### config.mk
export PLATFORM = sky130hd
export DESIGN_NAME = ram_rd_dma_top
export DESIGN_NICKNAME = d
export VERILOG_FILES = /design/src/rtl/ram_rd_dma_top.sv
export SDC_FILE = /design/constraint.sdc
export NUM_CORES = 1
export LEC_CHECK = 0
export ABC_AREA = 1
export BUFFER_PORTS_ARGS = -buffer_cell sky130_fd_sc_hd__buf_2
export CAP_MARGIN = 20
export CORE_MARGIN = 3
export CORE_UTILIZATION = 23
export DETAILED_ROUTE_END_ITERATION = 10
export GPL_TIMING_DRIVEN = 0
export MAX_ROUTING_LAYER = met4
export PLACE_DENSITY = 0.49
export SLEW_MARGIN = 20
export SYNTH_ARGS = -nofsm -noshare
export SYNTH_HDL_FRONTEND = slang
export SYNTH_SLANG_ARGS = --single-unit
export TNS_END_PERCENT = 30
### constraint.sdc
create_clock -name clk -period 6 [get_ports clk]
set_input_delay 0.6 -clock clk [delete_from_list [all_inputs] [get_ports clk]]
set_output_delay 0.6 -clock clk [all_outputs]
set_load 0.02 [all_outputs]
### src/rtl/ram_rd_dma_top.sv
// Batch reader: reads a mailbox count from the right port of a dual-port RAM, then streams that many
// entries into an output FIFO. Define SCIACC_RD_ENTRY_CNT_EN to add the saturating total_rd_cnt output.
module ram_rd_dma_top #(
  parameter int unsigned RAM_ADDR_WIDTH = 10,
  parameter int unsigned RAM_DATA_WIDTH = 32,
  parameter int unsigned RD_WAIT        = 2,
  parameter int unsigned OFIFO_DEPTH    = 4
) (
  input  logic                      clk,
  input  logic                      reset,
  output logic [RAM_ADDR_WIDTH-1:0] ram_rd_addr_r,
  output logic                      CE_bar_r,
  output logic                      RW_bar_r,
  output logic                      OE_bar_r,
  input  logic                      BUSY_bar_r,
  input  logic                      INTR_bar_r,
  input  logic [RAM_DATA_WIDTH-1:0] ram_rd_data_r,
  output logic [RAM_DATA_WIDTH-1:0] out_data,
  output logic                      out_vld,
  input  logic                      out_rdy,
  output logic                      batch_rd_done
`ifdef SCIACC_RD_ENTRY_CNT_EN
  ,output logic [15:0]              total_rd_cnt
`endif
);

  localparam int unsigned AW = RAM_ADDR_WIDTH;
  localparam int unsigned DW = RAM_DATA_WIDTH;
  localparam int unsigned CW = (RD_WAIT > 1) ? $clog2(RD_WAIT) : 1;
  localparam int unsigned FW = (OFIFO_DEPTH > 1) ? $clog2(OFIFO_DEPTH) : 1;
  localparam int unsigned OW = $clog2(OFIFO_DEPTH + 1);
  localparam logic [AW-1:0] MBOX_ADDR = '1;
  localparam logic [AW-1:0] PTR_LAST  = MBOX_ADDR - 1'b1;

  typedef enum logic [1:0] {IDLE, MBOX_RD, DATA_RD, DONE} state_e;

  state_e          state_q;
  logic            acc_q;
  logic [CW-1:0]   cnt_q;
  logic [AW-1:0]   addr_q;
  logic [AW-1:0]   rd_ptr_q;
  logic [AW-1:0]   rem_q;
  logic            done_q;

  logic [DW-1:0]   fifo_mem [0:(2**FW)-1];
  logic [FW-1:0]   wr_idx_q;
  logic [FW-1:0]   rd_idx_q;
  logic [OW-1:0]   fcnt_q;

  logic            last_cyc;
  logic            sample_ok;
  logic            push;
  logic            pop;
  logic [AW-1:0]   mbox_n;
  logic [AW-1:0]   rd_ptr_nxt;

  assign last_cyc   = acc_q && (cnt_q == CW'(RD_WAIT - 1));
  assign sample_ok  = last_cyc && BUSY_bar_r;
  assign push       = sample_ok && (state_q == DATA_RD);
  assign pop        = (fcnt_q != '0) && out_rdy;
  // The clamp to the mailbox address is inherent: an AW-bit field cannot exceed 2^AW-1.
  assign mbox_n     = ram_rd_data_r[AW-1:0];
  assign rd_ptr_nxt = (rd_ptr_q == PTR_LAST) ? '0 : rd_ptr_q + 1'b1;

  always_ff @(posedge clk or posedge reset) begin
    if (reset) begin
      state_q  <= IDLE;
      acc_q    <= 1'b0;
      cnt_q    <= '0;
      addr_q   <= '0;
      rd_ptr_q <= '0;
      rem_q    <= '0;
      done_q   <= 1'b0;
    end else begin
      done_q <= 1'b0;
      if (acc_q) begin
        // A busy sample restarts the count on the same address.
        cnt_q <= last_cyc ? '0 : cnt_q + 1'b1;
      end
      case (state_q)
        IDLE: begin
          if (!INTR_bar_r) begin
            state_q <= MBOX_RD;
            acc_q   <= 1'b1;
            cnt_q   <= '0;
            addr_q  <= MBOX_ADDR;
          end
        end
        MBOX_RD: begin
          if (sample_ok) begin
            acc_q <= 1'b0;
            if (mbox_n == '0) begin
              state_q <= DONE;
              done_q  <= 1'b1;
            end else begin
              state_q <= DATA_RD;
              rem_q   <= mbox_n;
            end
          end
        end
        DATA_RD: begin
          if (!acc_q) begin
            if (fcnt_q < OW'(OFIFO_DEPTH)) begin
              acc_q  <= 1'b1;
              cnt_q  <= '0;
              addr_q <= rd_ptr_q;
            end
          end else if (sample_ok) begin
            acc_q    <= 1'b0;
            rd_ptr_q <= rd_ptr_nxt;
            rem_q    <= rem_q - 1'b1;
            if (rem_q == AW'(1)) begin
              state_q <= DONE;
              done_q  <= 1'b1;
            end
          end
        end
        DONE: begin
          state_q <= IDLE;
        end
        default: state_q <= IDLE;
      endcase
    end
  end

  always_ff @(posedge clk) begin
    if (push) begin
      fifo_mem[wr_idx_q] <= ram_rd_data_r;
    end
  end

  always_ff @(posedge clk or posedge reset) begin
    if (reset) begin
      wr_idx_q <= '0;
      rd_idx_q <= '0;
      fcnt_q   <= '0;
    end else begin
      if (push) wr_idx_q <= wr_idx_q + 1'b1;
      if (pop)  rd_idx_q <= rd_idx_q + 1'b1;
      case ({push, pop})
        2'b10:   fcnt_q <= fcnt_q + 1'b1;
        2'b01:   fcnt_q <= fcnt_q - 1'b1;
        default: fcnt_q <= fcnt_q;
      endcase
    end
  end

`ifdef SCIACC_RD_ENTRY_CNT_EN
  logic [15:0] total_q;

  always_ff @(posedge clk or posedge reset) begin
    if (reset) begin
      total_q <= '0;
    end else if (push && (total_q != '1)) begin
      total_q <= total_q + 1'b1;
    end
  end

  assign total_rd_cnt = total_q;
`endif

  assign ram_rd_addr_r = addr_q;
  assign CE_bar_r      = ~acc_q;
  assign OE_bar_r      = ~acc_q;
  assign RW_bar_r      = 1'b1;
  assign batch_rd_done = done_q;
  assign out_vld       = (fcnt_q != '0);
  assign out_data      = out_vld ? fifo_mem[rd_idx_q] : '0;

endmodule

Word level (Yosys, flattened, before mapping)
Memory sizes are Yosys's and may differ from the RTL's.
Index checks and enable logic that the tools add are counted.
{ "word_totals": {"reg_bits": 42, "ramBits": 128, "n_memories": 1} }
{ "memory_table": {"columns": ["memory", "depth", "word_bits", "read_ports", "rd_ports_with_merged_regs", "wr", "line_no", "rtl"], "rows": [
  ["fifo_mem", 4, 32, 1, 0, 1, "45", "logic [DW-1:0] fifo_mem [0:(2**FW)-1];"]
]} }
{ "op_classes": {"add_sub_neg": 7, "n_lt_le_gt_ge": 1, "n_eq_ne": 15, "n_mux": 39, "n_bitwise": 1, "n_reduce_logical": 16} }
{ "op_table": {"columns": ["cell", "n"], "rows": [
  ["10-bit 2-to-1 mux", 8],
  ["10-bit one-hot mux with 2 select lines", 2],
  ["32-bit 2-to-1 mux", 1],
  ["1-bit 2-to-1 mux", 18],
  ["2-bit != test, second input constant", 6],
  ["10-bit by 1-bit adder with 10-bit output, second input constant", 1],
  ["10-bit by 1-bit == test with 1-bit output, second input constant", 1],
  ["10-bit == test, second input constant", 1],
  ["10-bit logical NOT", 1],
  ["2-bit 2-to-1 mux", 5],
  ["5-bit AND reduction", 2],
  ["10-bit by 1-bit subtractor with 10-bit output, second input constant", 1],
  ["2-bit one-hot mux with 4 select lines", 1],
  ["2-bit == test, second input constant", 3],
  ["3-bit one-hot mux with 2 select lines", 1],
  ["3-bit AND reduction", 2],
  ["2-bit nonzero test", 3],
  ["3-bit nonzero test", 2],
  ["2-bit by 1-bit adder with 2-bit output, second input constant", 2],
  ["2-bit by 1-bit == test with 1-bit output, second input constant", 2],
  ["1-bit logical AND", 4],
  ["2-bit by 1-bit != test with 1-bit output, second input constant", 2],
  ["1-bit one-hot mux with 2 select lines", 2],
  ["4-bit AND reduction", 1],
  ["7 further kinds", 7]
]} }

Longest topological paths before layout
Gate-level depths: netlist of run 1.
{ "depth": {"ltp_word": 6, "mapped_depth": 11, "ltp_nobuf": 11} }

Least setup slack after synthesis of run 1
No wires, ideal clock.
{ "synth_path": {"path_type": "input to register", "from": "input port BUSY_bar_r", "to": "memory fifo_mem[0][0] (netlist name), enable pin", "setup_ns": 0.421, "arrival_ns": 2.478, "required_time_ns": 5.579, "slack_ns": 3.101, "path_stages": 4, "n_path_buf": 0, "cell_sequence": "nand2_1 nor2_1 inv_1 nor2_1"} }
{ "synth_via": {"elab_chain_cells": 4} }
{ "synth_rtl": {"columns": ["element", "line_no", "rtl"], "rows": [
  ["start: declaration", "15", "input logic BUSY_bar_r,"],
  ["1-bit logical AND", "58", "assign sample_ok = last_cyc && BUSY_bar_r;"],
  ["1-bit logical AND", "59", "assign push = sample_ok && (state_q == DATA_RD);"],
  ["1-bit 2-to-1 mux", "127", "if (push) begin"],
  ["1-bit 2-to-1 mux (implied by the code)", "128", "fifo_mem[wr_idx_q] <= ram_rd_data_r;"],
  ["end: declaration", "45", null]
]} }
No other way between the ends.

Worst setup path after layout of run 1
{ "layout_path": {"from": "register fcnt_q[0]", "to": "output port out_data[20]"} }
{ "layout_via": {"elab_chain_cells": 2} }
{ "layout_rtl": {"columns": ["element", "line_no", "rtl"], "rows": [
  ["start: declaration", "48", "logic [OW-1:0] fcnt_q;"],
  ["start signal: assignment", "141", "2'b10: fcnt_q <= fcnt_q + 1'b1;"],
  ["start signal: assignment", "142", "2'b01: fcnt_q <= fcnt_q - 1'b1;"],
  ["start signal: assignment", "143", "default: fcnt_q <= fcnt_q;"],
  ["3-bit nonzero test", "167", "assign out_vld = (fcnt_q != '0);"],
  ["32-bit 2-to-1 mux", "168", "assign out_data = out_vld ? fifo_mem[rd_idx_q] : '0;"],
  ["end: declaration", "18", "output logic [RAM_DATA_WIDTH-1:0] out_data,"]
]} }
No other way between the ends.

==> results of run 1 <==
-- worst max-delay path by stage --
stage	startpoint	endpoint	slack, ns	cells after the start
5_1_grt	rd_idx_q[0]	out_data[3]	2.99	5
2_1_floorplan	BUSY_bar_r	fifo_mem[0][0]	3.10	4
4_1_cts	rd_idx_q[0]	out_data[3]	3.12	5
3_5_place_dp	BUSY_bar_r	fifo_mem[3][13]	3.37	6
6_report	fcnt_q[0]	out_data[20]	3.22	4
3_3_place_gp	BUSY_bar_r	fifo_mem[1][13]	1.70	5
-- Yosys cell counts (all sizes together) --
cell type  instances
buf               21
nor3              10
a21boi             1
xnor2              1
o22ai              2
conb               1
clkbuf            12
o221ai             1
nand3b             2
ha                14
edfxtp           128
dfrtp             42
nand4              4
a21oi             41
nand2             83
a31oi              9
o21bai             1
fa                 1
o21ai             84
nor2             182
nand3             17
xor2               6
inv               53
-- worst register-to-register path: cells and delay by family (launching register included) --
family | cells | cell delay (ns)
xor+xnor | 1 | 0.15
flops | 1 | 0.43
compound gates | 2 | 0.25
buf+inv | 4 | 0.65
simple gates | 1 | 0.12
fa+ha+maj | 3 | 0.83
-- power breakdown --
group	switching [mW]	internal (mW)	leakage (nW)
clock	0.477	0.712	0.310
combinational	1.26	0.577	1.64
sequential	0.0801	1.39	1.62
total	1.82	2.68	3.58
-- per-layer routing --
metal  track usage (%)  share of wire, %
met1              15.1                49
met2              17.8                47
met3              2.43               3.2
met4              2.98               1.1
met5                 -                 0
-- cell families (layout without fill, tap and decap cells) --
kind of cell | Yosys count | count (layout) | share of synthesized area [%]
AOI/OAI and AO/OA | 139 | 139 | 9.61
and+or+nand+nor | 298 | 298 | 16.3
adders and majority gates | 15 | 15 | 2.61
buffers and inverters | 86 | 205 | 5.12
DFF | 170 | 170 | 65.5
other | 1 | 1 | 0.0502
xor gates and xnor gates | 7 | 7 | 0.820
-- layout by cell type, fill, tap and decap left out, types with 2 or more instances in the layout --
master,instances
a21oi_1,41
a31oi_1,9
buf_16,5
buf_2,95
buf_4,5
buf_6,3
bufinv_16,4
clkbuf_1,14
clkbuf_16,17
dfrtp_1,42
edfxtp_1,128
ha_1,14
inv_1,49
inv_2,3
inv_6,2
inv_8,4
nand2_1,79
nand2_2,2
nand2_4,2
nand3_1,16
nand3b_1,2
nand4_1,4
nor2_1,176
nor2_4,6
nor3_1,8
nor3_2,2
o21ai_0,68
o21ai_1,16
o22ai_1,2
xor2_1,6
-- cell type report --
| cell class | instances | area share [%] |
|---|---|---|
| Clock inverter | 13 | 2.21 |
| Buffer | 33 | 1.96 |
| Multi-Input combinational cell | 460 | 24.1 |
| Clock buffer | 19 | 4.69 |
| Timing Repair Buffer | 87 | 5.93 |
| Sequential cell | 170 | 53.0 |
| Tap cell | 435 | 5.89 |
| Inverter | 53 | 2.18 |
-- stage by stage --
step,setup WS [ns],instances
2_1_floorplan,3.10,716
5_1_grt,2.99,1270
4_1_cts,3.12,1270
6_report,3.22,1270
3_3_place_gp,1.70,1233
3_5_place_dp,3.37,1238
-- registers in the layout, summed over array words and instances (netlist names) --
| register | count |
|---|---|
| cnt_q | 1 |
| fifo_mem | 128 |
| fcnt_q | 3 |
| ram_rd_addr_r | 10 |
| wr_idx_q | 2 |
| rem_q | 10 |
| batch_rd_done | 1 |
| rd_ptr_q | 10 |
| rd_idx_q | 2 |
| acc_q | 1 |
| state_q | 2 |
==> metrics.yaml, run 1 <==
grt_overflow: 0
setup_viol: 0
drive_gt1_share_pct: 18.6
cts.sinks: 170
antenna_left: 0
dieArea_mm2: 0.0347
status: "finished clean"
worstSetupPathType: "register to primary output"
hpwl_um: 13000
ys_ff_latch: 170
cp-start-kind: "register"
maxCapViolCount: 0
yosysWarnings: 0
worst-r2r-setup-slack_ns: 3.45
seq_area_mm2: 0.00489
fin_crit_sh_pct: 46.3
synthCells: 716
yosys.area.top_type: "edfxtp_1"
cp_cell_sequence: "nor3_2, clkbuf_1, a21oi_1, buf_2"
hold_viol: 0
worst-path-buf-inv: 2
skew_ns: 0.0149
numCtsBuffers: 17
drt_iter0_drc: 386
fin_area_mm2: 0.00924
grt_pass1_vias: 5111
finalWirelength_um: 18800
setup_tns_ns: 0
grt.total_usage_pct: 11.4
antenna_found_initial: 0
grt_pass1_wl_um: 29000
path_max_fanout: 10
dpl_cell_area_mm2: 0.00860
slew_violations: 0
cts_tree: "built"
min_period_ns: 2.78
clk_pin_slew_ns: 0.07
synth_top_area_share_pct: 51.4
area_growth_pct: 23.5
slowest_stage: "clkbuf_1"
reg2reg_from: "state_q[0]"
fmax_mhz: 360
worst_pin_slew_ns: 0.715
gp_congestion: 0.818
core_area_mm2: 0.0318
grt_max_degree: 23
die_y_um: 186
initial_core_util_pct: 23.5
ctsHoldBuffers: 0
rsz0062_at_grt: "false"
peakVddDrop_mv: 0.227
chipWidth_um: 186
crit_family: "buffers and inverters"
slew_headroom_pct: 52.2
io_pins: 84
htreeDepth: 4
syn-cell-area_mm2: 0.00748
synthDistinctLibCells: 33
cts-root-buf: "clkbuf_16"
p_per_area_mw_per_mm2: 487
cp.required_ns: 5.40
cts_resized: 0
drt_pass1_iterations: 6
fin_util_pct: 29.0
worst_ep_arrival_time_ns: 2.18
postCtsSetupRepairBufs: 0
nets: 874
p_leak_nw: 3.58
yosysSeqAreaShare_pct: 65.5
row_count: 65
crit_path_max_incr_delay_ns: 0.53
wl_per_cell_um: 14.8
worstSkewPairLatency_ns: 0.42
drc: 0
syn_nets: 768
synthTopCellsByArea: "edfxtp_1 51%, dfrtp_1 14%, nor2_1 9.0%, o21ai_0 4.6%, nand2_1 4.0%"
portBuffers: 82
hold_ws_ns: 0.215
via_per_inst: 4.13
power_mw: 4.50
multiInputGateArea_mm2: 0.00223
cp-end-kind: "primary output"
clockBufferDepth: 2
fill_cells: 3350
antenna_cells: 0
post_synth.cell_area_avg_um2: 10.4
hold_path_class: "input port to async pin"
reg2reg_depth: 11
vias: 5241
r2r-end: "fcnt_q[2]"
Power figures use the tool's default switching activity.
==> inputs of run 2 (changes only) <==
PLACE_DENSITY = 0.51   (was 0.49)
clock period = 2.44 ns   (was 6 ns; I/O delays follow)
==> run 2 against run 1 <==
Power increased by 140%. First-iteration DRC count decreased by 26%. Register-to-register slack got worse by 3.3 ns. Largest power group unchanged.
==> metrics.yaml, run 2 (synthesis gave the netlist of run 1 again) <==
status: "finished clean"
core_area_mm2: 0.0318  # unchanged
largest_register_ffs: 128  # unchanged
fin_area_mm2: 0.00928  # +0.45%
worstSkewPairLatency_ns: 0.43  # about the same
hold_ws_ns: 0.0290  # -0.186 ns
fmax_mhz: 427
cts_tree: "built"
area_growth_pct: 24.1
portBuffers: 82  # unchanged
grt_pass1_wl_um: 28900  # -0.43%
largest-register: "fifo_mem"
setup_tns_ns: 0  # unchanged
gp_congestion: 0.799  # -2.3%
slew_violations: 0  # unchanged
htreeDepth: 4  # unchanged
numCtsBuffers: 17  # unchanged
dieArea_mm2: 0.0347  # unchanged
cp-start-kind: "register"
cts-root-buf: "clkbuf_16"
io_pins: 84  # unchanged
setup_slack_ns: 0.0985  # -3.12 ns
min_period_ns: 2.34
hold_viol: 0  # unchanged
drt_pass1_iterations: 5  # -1
grt_overflow: 0  # unchanged
grt.total_usage_pct: 11.2  # -0.16 points
row_count: 65  # unchanged
rsz0062_at_grt: "true"
p_leak_nw: 3.59  # +0.49%
hpwl_um: 12900  # -0.73%
fin_crit_sh_pct: 96.0
worstSetupPathType: "register to primary output"
drc: 0  # unchanged
path_max_fanout: 10  # unchanged
initial_core_util_pct: 23.5  # unchanged
hold_path_class: "input port to register"
grt_pass1_vias: 5238  # +2.5%
peakVddDrop_mv: 0.487  # +110%
layout.cells.most_common: "nor2_1"
slew_headroom_pct: 57.0  # +4.8 points
power_mw: 10.8  # +140%
p_per_area_mw_per_mm2: 1170  # +140%
clockBufferDepth: 2  # unchanged
cp-end-kind: "primary output"
maxCapViolCount: 0  # unchanged
die_y_um: 186  # unchanged
skew_ns: 0.0115  # -0.00340 ns
cts.sinks: 170  # unchanged
dp_cells: 1238  # unchanged
worst_ep_arrival_time_ns: 2.10  # -0.08 ns
setup_viol: 0  # unchanged
seq_area_mm2: 0.00490  # about the same
grt_max_degree: 30  # +30%
nets: 879  # +0.57%
fill_cells: 3290  # -1.8%
pre_cts_ws_ns: -0.0839  # -3.45 ns
antenna_left: 0  # unchanged
final_cell_mix: "175 x nor2_1, 128 x edfxtp_1, 95 x buf_2"
drt_iter0_drc: 285  # -26%
via_per_inst: 4.14  # +0.31%
multiInputGateArea_mm2: 0.00224  # +0.39%
vias: 5282  # +0.78%
clk_pin_slew_ns: 0.08  # about the same
chipWidth_um: 186  # unchanged
worst-r2r-setup-slack_ns: 0.19  # -3.26 ns
fin_util_pct: 29.2  # +0.13 points
drive_gt1_share_pct: 20.4  # +1.8 points
dpl_cell_area_mm2: 0.00858  # -0.17%
antenna_found_initial: 1  # +1
instances_no_fill: 1276  # +0.47%
cp.required_ns: 2.20  # -3.20 ns
wl_per_cell_um: 14.5  # -1.7%
finalWirelength_um: 18500  # -1.2%
worst_pin_slew_ns: 0.645  # -0.0702 ns
-- run 2: changes by cell type in the layout (fill, tap and decap cells not counted), sizes merged --
| cell | delta |
|---|---|
| inv | +1 |
| dlygate4sd3 | +1 |
| diode | +1 |
| clkinv | +5 |
| buf | +5 |
| clkbuf | -3 |
| bufinv | -4 |
-- run 2: layout make-up --
class	instances	share of cell area, %
Multi-Input combinational cell	460	24.1
Timing Repair Buffer	92	6.58
Inverter	53	2.17
Antenna cell	1	0.0270
Tap cell	435	5.87
Sequential cell	170	52.8
Clock inverter	15	1.86
Clock buffer	17	4.59
Buffer	33	2.01
-- run 2: path summary, 6_finish.rpt --
| check | end | cells after the start | start |
|---|---|---|---|
| max in group asynchronous | state_q[0] | 4 | reset |
| worst min register to register | cnt_q | 1 | cnt_q |
| worst max register to register | fcnt_q[2] | 11 | state_q[0] |
| worst min-delay path | fifo_mem[1][12] | 1 | ram_rd_data_r[12] |
| worst max-delay path | out_data[27] | 5 | rd_idx_q[0] |
| min in group asynchronous | ram_rd_addr_r[4] | 3 | reset |
-- run 2: routing by layer --
metal,share of wire (%),global-route usage [%],up-vias,routed length [µm]
met1,46,13.9,2525,8510
met3,4.1,2.47,22,763
li1,-,-,2638,-
met2,48,18.4,97,8900
met5,0,-,-,0
met4,2.0,3.49,0,364
-- run 2: worst max-delay path, stage by stage, from the launching register on --
cell and delay (ns):
dfrtp_1 0.41, inv_2 0.15, clkbuf_1 0.43, o21ai_0 0.17, a21oi_1 0.27, buf_2 0.22
-- run 2: what timing repair did --
item	in CTS	in global routing
endpoints found under the hold margin	13	0
pin swaps	1	1
gates resized for setup	5	6
buffers inserted	2	2
hold buffers	1	0
setup endpoints to repair	45	63
-- run 2: report_power, final --
part | total, mW | switching, mW | internal [mW]
Combinational | 4.55 | 3.10 | 1.45
Sequential | 3.61 | 0.196 | 3.41
Clock | 2.66 | 1.28 | 1.38
==> inputs of run 3 (changes only) <==
ABC_AREA = unset   (was 1)
CAP_MARGIN = 25   (was 20)
==> run 3 against run 2 <==
Hold slack better by 0.015 ns. Cell count is 23% lower. Wire length is 10% lower. Die area is 2.7% lower. Synthesized area is 2.8% lower. Power is 25% lower. Sequential power is 11% lower. Sequential cell count stayed put. Clock-buffer cell count stayed put. Sequential share of layout area is 1.6 points higher. Setup slack better by 0.015 ns.
==> metrics.yaml, run 3 <==
hold_path_class: "input port to register"
finalWirelength_um: 16600  # -10%
portBuffers: 82  # unchanged
gr-usage-met3_pct: 2.12  # -0.35 points
p_int_mw: 5.69  # -8.8%
grt_pass1_vias: 4456  # -15%
die_y_um: 184  # -1.4%
grt_busiest_layer: "met2"
slew_violations: 0  # unchanged
synthCells: 466  # -35%
fmax_mhz: 430  # +0.64%
syn_nets: 518  # -33%
antenna_found_initial: 0  # -1
layout.cells.most_common: "edfxtp_1"
largest_register_ffs: 128  # unchanged
p_switching_mw: 2.44  # -47%
vias: 4214  # -20%
hold_viol: 0  # unchanged
min_to: "fifo_mem[0][18]"
htreeDepth: 4  # unchanged
cp_cell_sequence: "buf_4, mux4_2, and2_1, buf_2"
p_comb_share_pct: 27.4  # -15 points
worst-r2r-setup-slack_ns: 0.14  # -0.05 ns
drc: 0  # unchanged
cp-end-kind: "primary output"
synth_top_area_share_pct: 52.9  # +1.5 points
skew_ns: 0.0144  # +0.00292 ns
async_reset_ff_share_pct: 24.7  # unchanged
yosysWarnings: 0  # unchanged
clk_pin_slew_ns: 0.07  # about the same
grt.total_usage_pct: 10.6  # -0.62 points
worst_pin_slew_ns: 0.741  # +0.0953 ns
drt_pass1_iterations: 7  # +2
worst_ep_arrival_time_ns: 2.08  # -0.02 ns
r2r-end: "fcnt_q[2]"
numCtsBuffers: 17  # unchanged
grtUsageMet1_pct: 13.8  # -0.17 points
synthTopCellsByArea: "edfxtp_1 53%, dfrtp_1 14%, mux4_2 9.9%, and2_1 3.1%, ha_1 2.4%"
reg2reg_from: "acc_q"
rsz0062_at_grt: "true"
ys.flop_type: "edfxtp_1"
path_max_fanout: 10  # unchanged
hpwl_um: 10900  # -15%
cts-root-buf: "clkbuf_16"
status: "finished clean"
yosysSeqAreaShare_pct: 67.4  # +1.9 points
fin_crit_sh_pct: 95.4  # -0.61 points
power_mw: 8.13  # -25%
hold_depth: 1  # unchanged
gr-usage-met2_pct: 17.1  # -1.3 points
row_count: 64  # -1.5%
setup_tns_ns: 0  # unchanged
area_growth_pct: 24.0  # about the same
drive_gt1_share_pct: 31.9  # +12 points
post_synth.cell_area_avg_um2: 15.6  # +49%
reg2reg_depth: 10  # -1
setup_viol: 0  # unchanged
antenna_left: 0  # unchanged
pre_cts_ws_ns: -0.605  # -0.521 ns
cp.required_ns: 2.20  # about the same
ys_ff_latch: 170  # unchanged
core_area_mm2: 0.0308  # -3.0%
synth-edff-count: 128  # unchanged
slew_headroom_pct: 50.2  # -6.8 points
setup_slack_ns: 0.113  # +0.0149 ns
p_seq_share_pct: 39.6  # +6.2 points
cts.sinks: 170  # unchanged
worstHoldStart: "ram_rd_data_r[18]"
nets: 628  # -29%
peakVddDrop_mv: 0.461  # -5.3%
cp-start-kind: "register"
drt_iter0_drc: 216  # -24%
syn-cell-area_mm2: 0.00726  # -2.8%
final_cell_mix: "128 x edfxtp_1, 84 x buf_2, 41 x dfrtp_1"
min_period_ns: 2.33  # -0.0149 ns
grt_pass1_wl_um: 26300  # -9.0%
crit_path_max_incr_delay_ns: 0.52  # +0.09 ns
swShare_pct: 30.0  # -12 points
maxCapViolCount: 0  # unchanged
worstSkewPairLatency_ns: 0.42  # about the same
worstSetupPathType: "register to primary output"
antenna_cells: 0  # -1
dieArea_mm2: 0.0338  # -2.7%
wl_per_cell_um: 16.9  # +16%
yosys.area.top_type: "edfxtp_1"
synthDistinctLibCells: 56  # +70%
power.share.clock_pct: 33.0  # +8.4 points
ys_top_cells_by_count: "128 x edfxtp_1, 42 x dfrtp_1, 36 x and2_1"
initial_core_util_pct: 23.6  # +0.054 points
gp_congestion: 0.720  # -9.9%
chipWidth_um: 184  # -1.4%
p_per_area_mw_per_mm2: 903  # -23%
via_per_inst: 4.28  # +3.4%
io_pins: 84  # unchanged
synth.most_common_cell: "edfxtp_1"
p_leak_nw: 3.31  # -8.0%
grt_max_degree: 24  # -20%
largest-register: "fifo_mem"
slowest_stage: "mux4_2"
clockBufferDepth: 2  # unchanged
cts_tree: "built"
grt_overflow: 0  # unchanged
run 3: cell type report:
class                   instances  area, µm²
multi-input cells             257       2260
well taps                     396        495
inverters                      16       60.1
fillers                      3121      21800
clock inverters                15        163
clock buffers                  17        425
flip-flops and latches        170       4900
repair buffers                 91        571
plain buffers                  23        131
run 3: worst max-delay path, delay by kind of cell (launching register included):
family | cells | cell delay, ns
buf+inv | 2 | 0.46
simple gates | 1 | 0.18
mux | 1 | 0.52
flops | 1 | 0.51
run 3: metrics by stage:
step	util (%)	hold WS [ns]	area [µm²]	cells
after floorplan	-	0.343	7270	466
after global placement	26.5	0.441	8170	944
after detailed placement	26.8	0.299	8250	947
after CTS	29.0	0.0226	8930	982
after global routing	29.2	0.0253	9010	985
final	29.2	0.0437	9010	985
run 3: power by group through the flow:
stage          Combinational [mW]  Sequential (mW)  Clock [mW]
4_1_cts                      2.29             3.22        2.78
5_1_grt                      2.44             3.23        2.92
3_3_place_gp                 2.29             3.25           0
2_1_floorplan                1.58             3.24           0
6_report                     2.23             3.22        2.68
3_5_place_dp                 2.31             3.25           0
run 3: worst max-delay path by stage:
stage | from | to | slack, ns | cells after the start
floorplan | state_q[0] | fifo_mem[1][0] | -0.16 | 6
global placement | state_q[0] | fifo_mem[2][21] | -1.29 | 6
detailed placement | state_q[0] | fifo_mem[0][26] | -0.61 | 6
CTS | rd_idx_q[1] | out_data[23] | 0.01 | 5
global route | state_q[0] | rem_q[6] | -0.03 | 7
finish | rd_idx_q[0] | out_data[23] | 0.11 | 4
run 3: metal layers:
layer	wire length (µm)	vias up	part of all wire [%]
li1	-	2002	-
met1	7700	2131	46
met2	8160	74	49
met3	697	7	4.2
met4	87	0	0.52
met5	0	-	0
run 3: cells by family after synthesis:
group                      Yosys count  synth area share (%)
DFF                                170                  67.4
AOI/OAI and AO/OA                   53                  4.96
xor gates and xnor gates            13                  1.57
other                                1                0.0516
adders and majority gates           15                  2.69
muxes                               38                  10.8
buffers and inverters               41                  2.31
and+or+nand+nor                    135                  10.2
run 3: what timing repair did:
action	4_1_cts	5_1_grt
resized for setup	15	19
endpoints found under the setup margin	159	57
endpoints found under the hold margin	19	0
pin swaps	3	2
buffers inserted	2	3
gates cloned	2	0
hold buffers	1	0
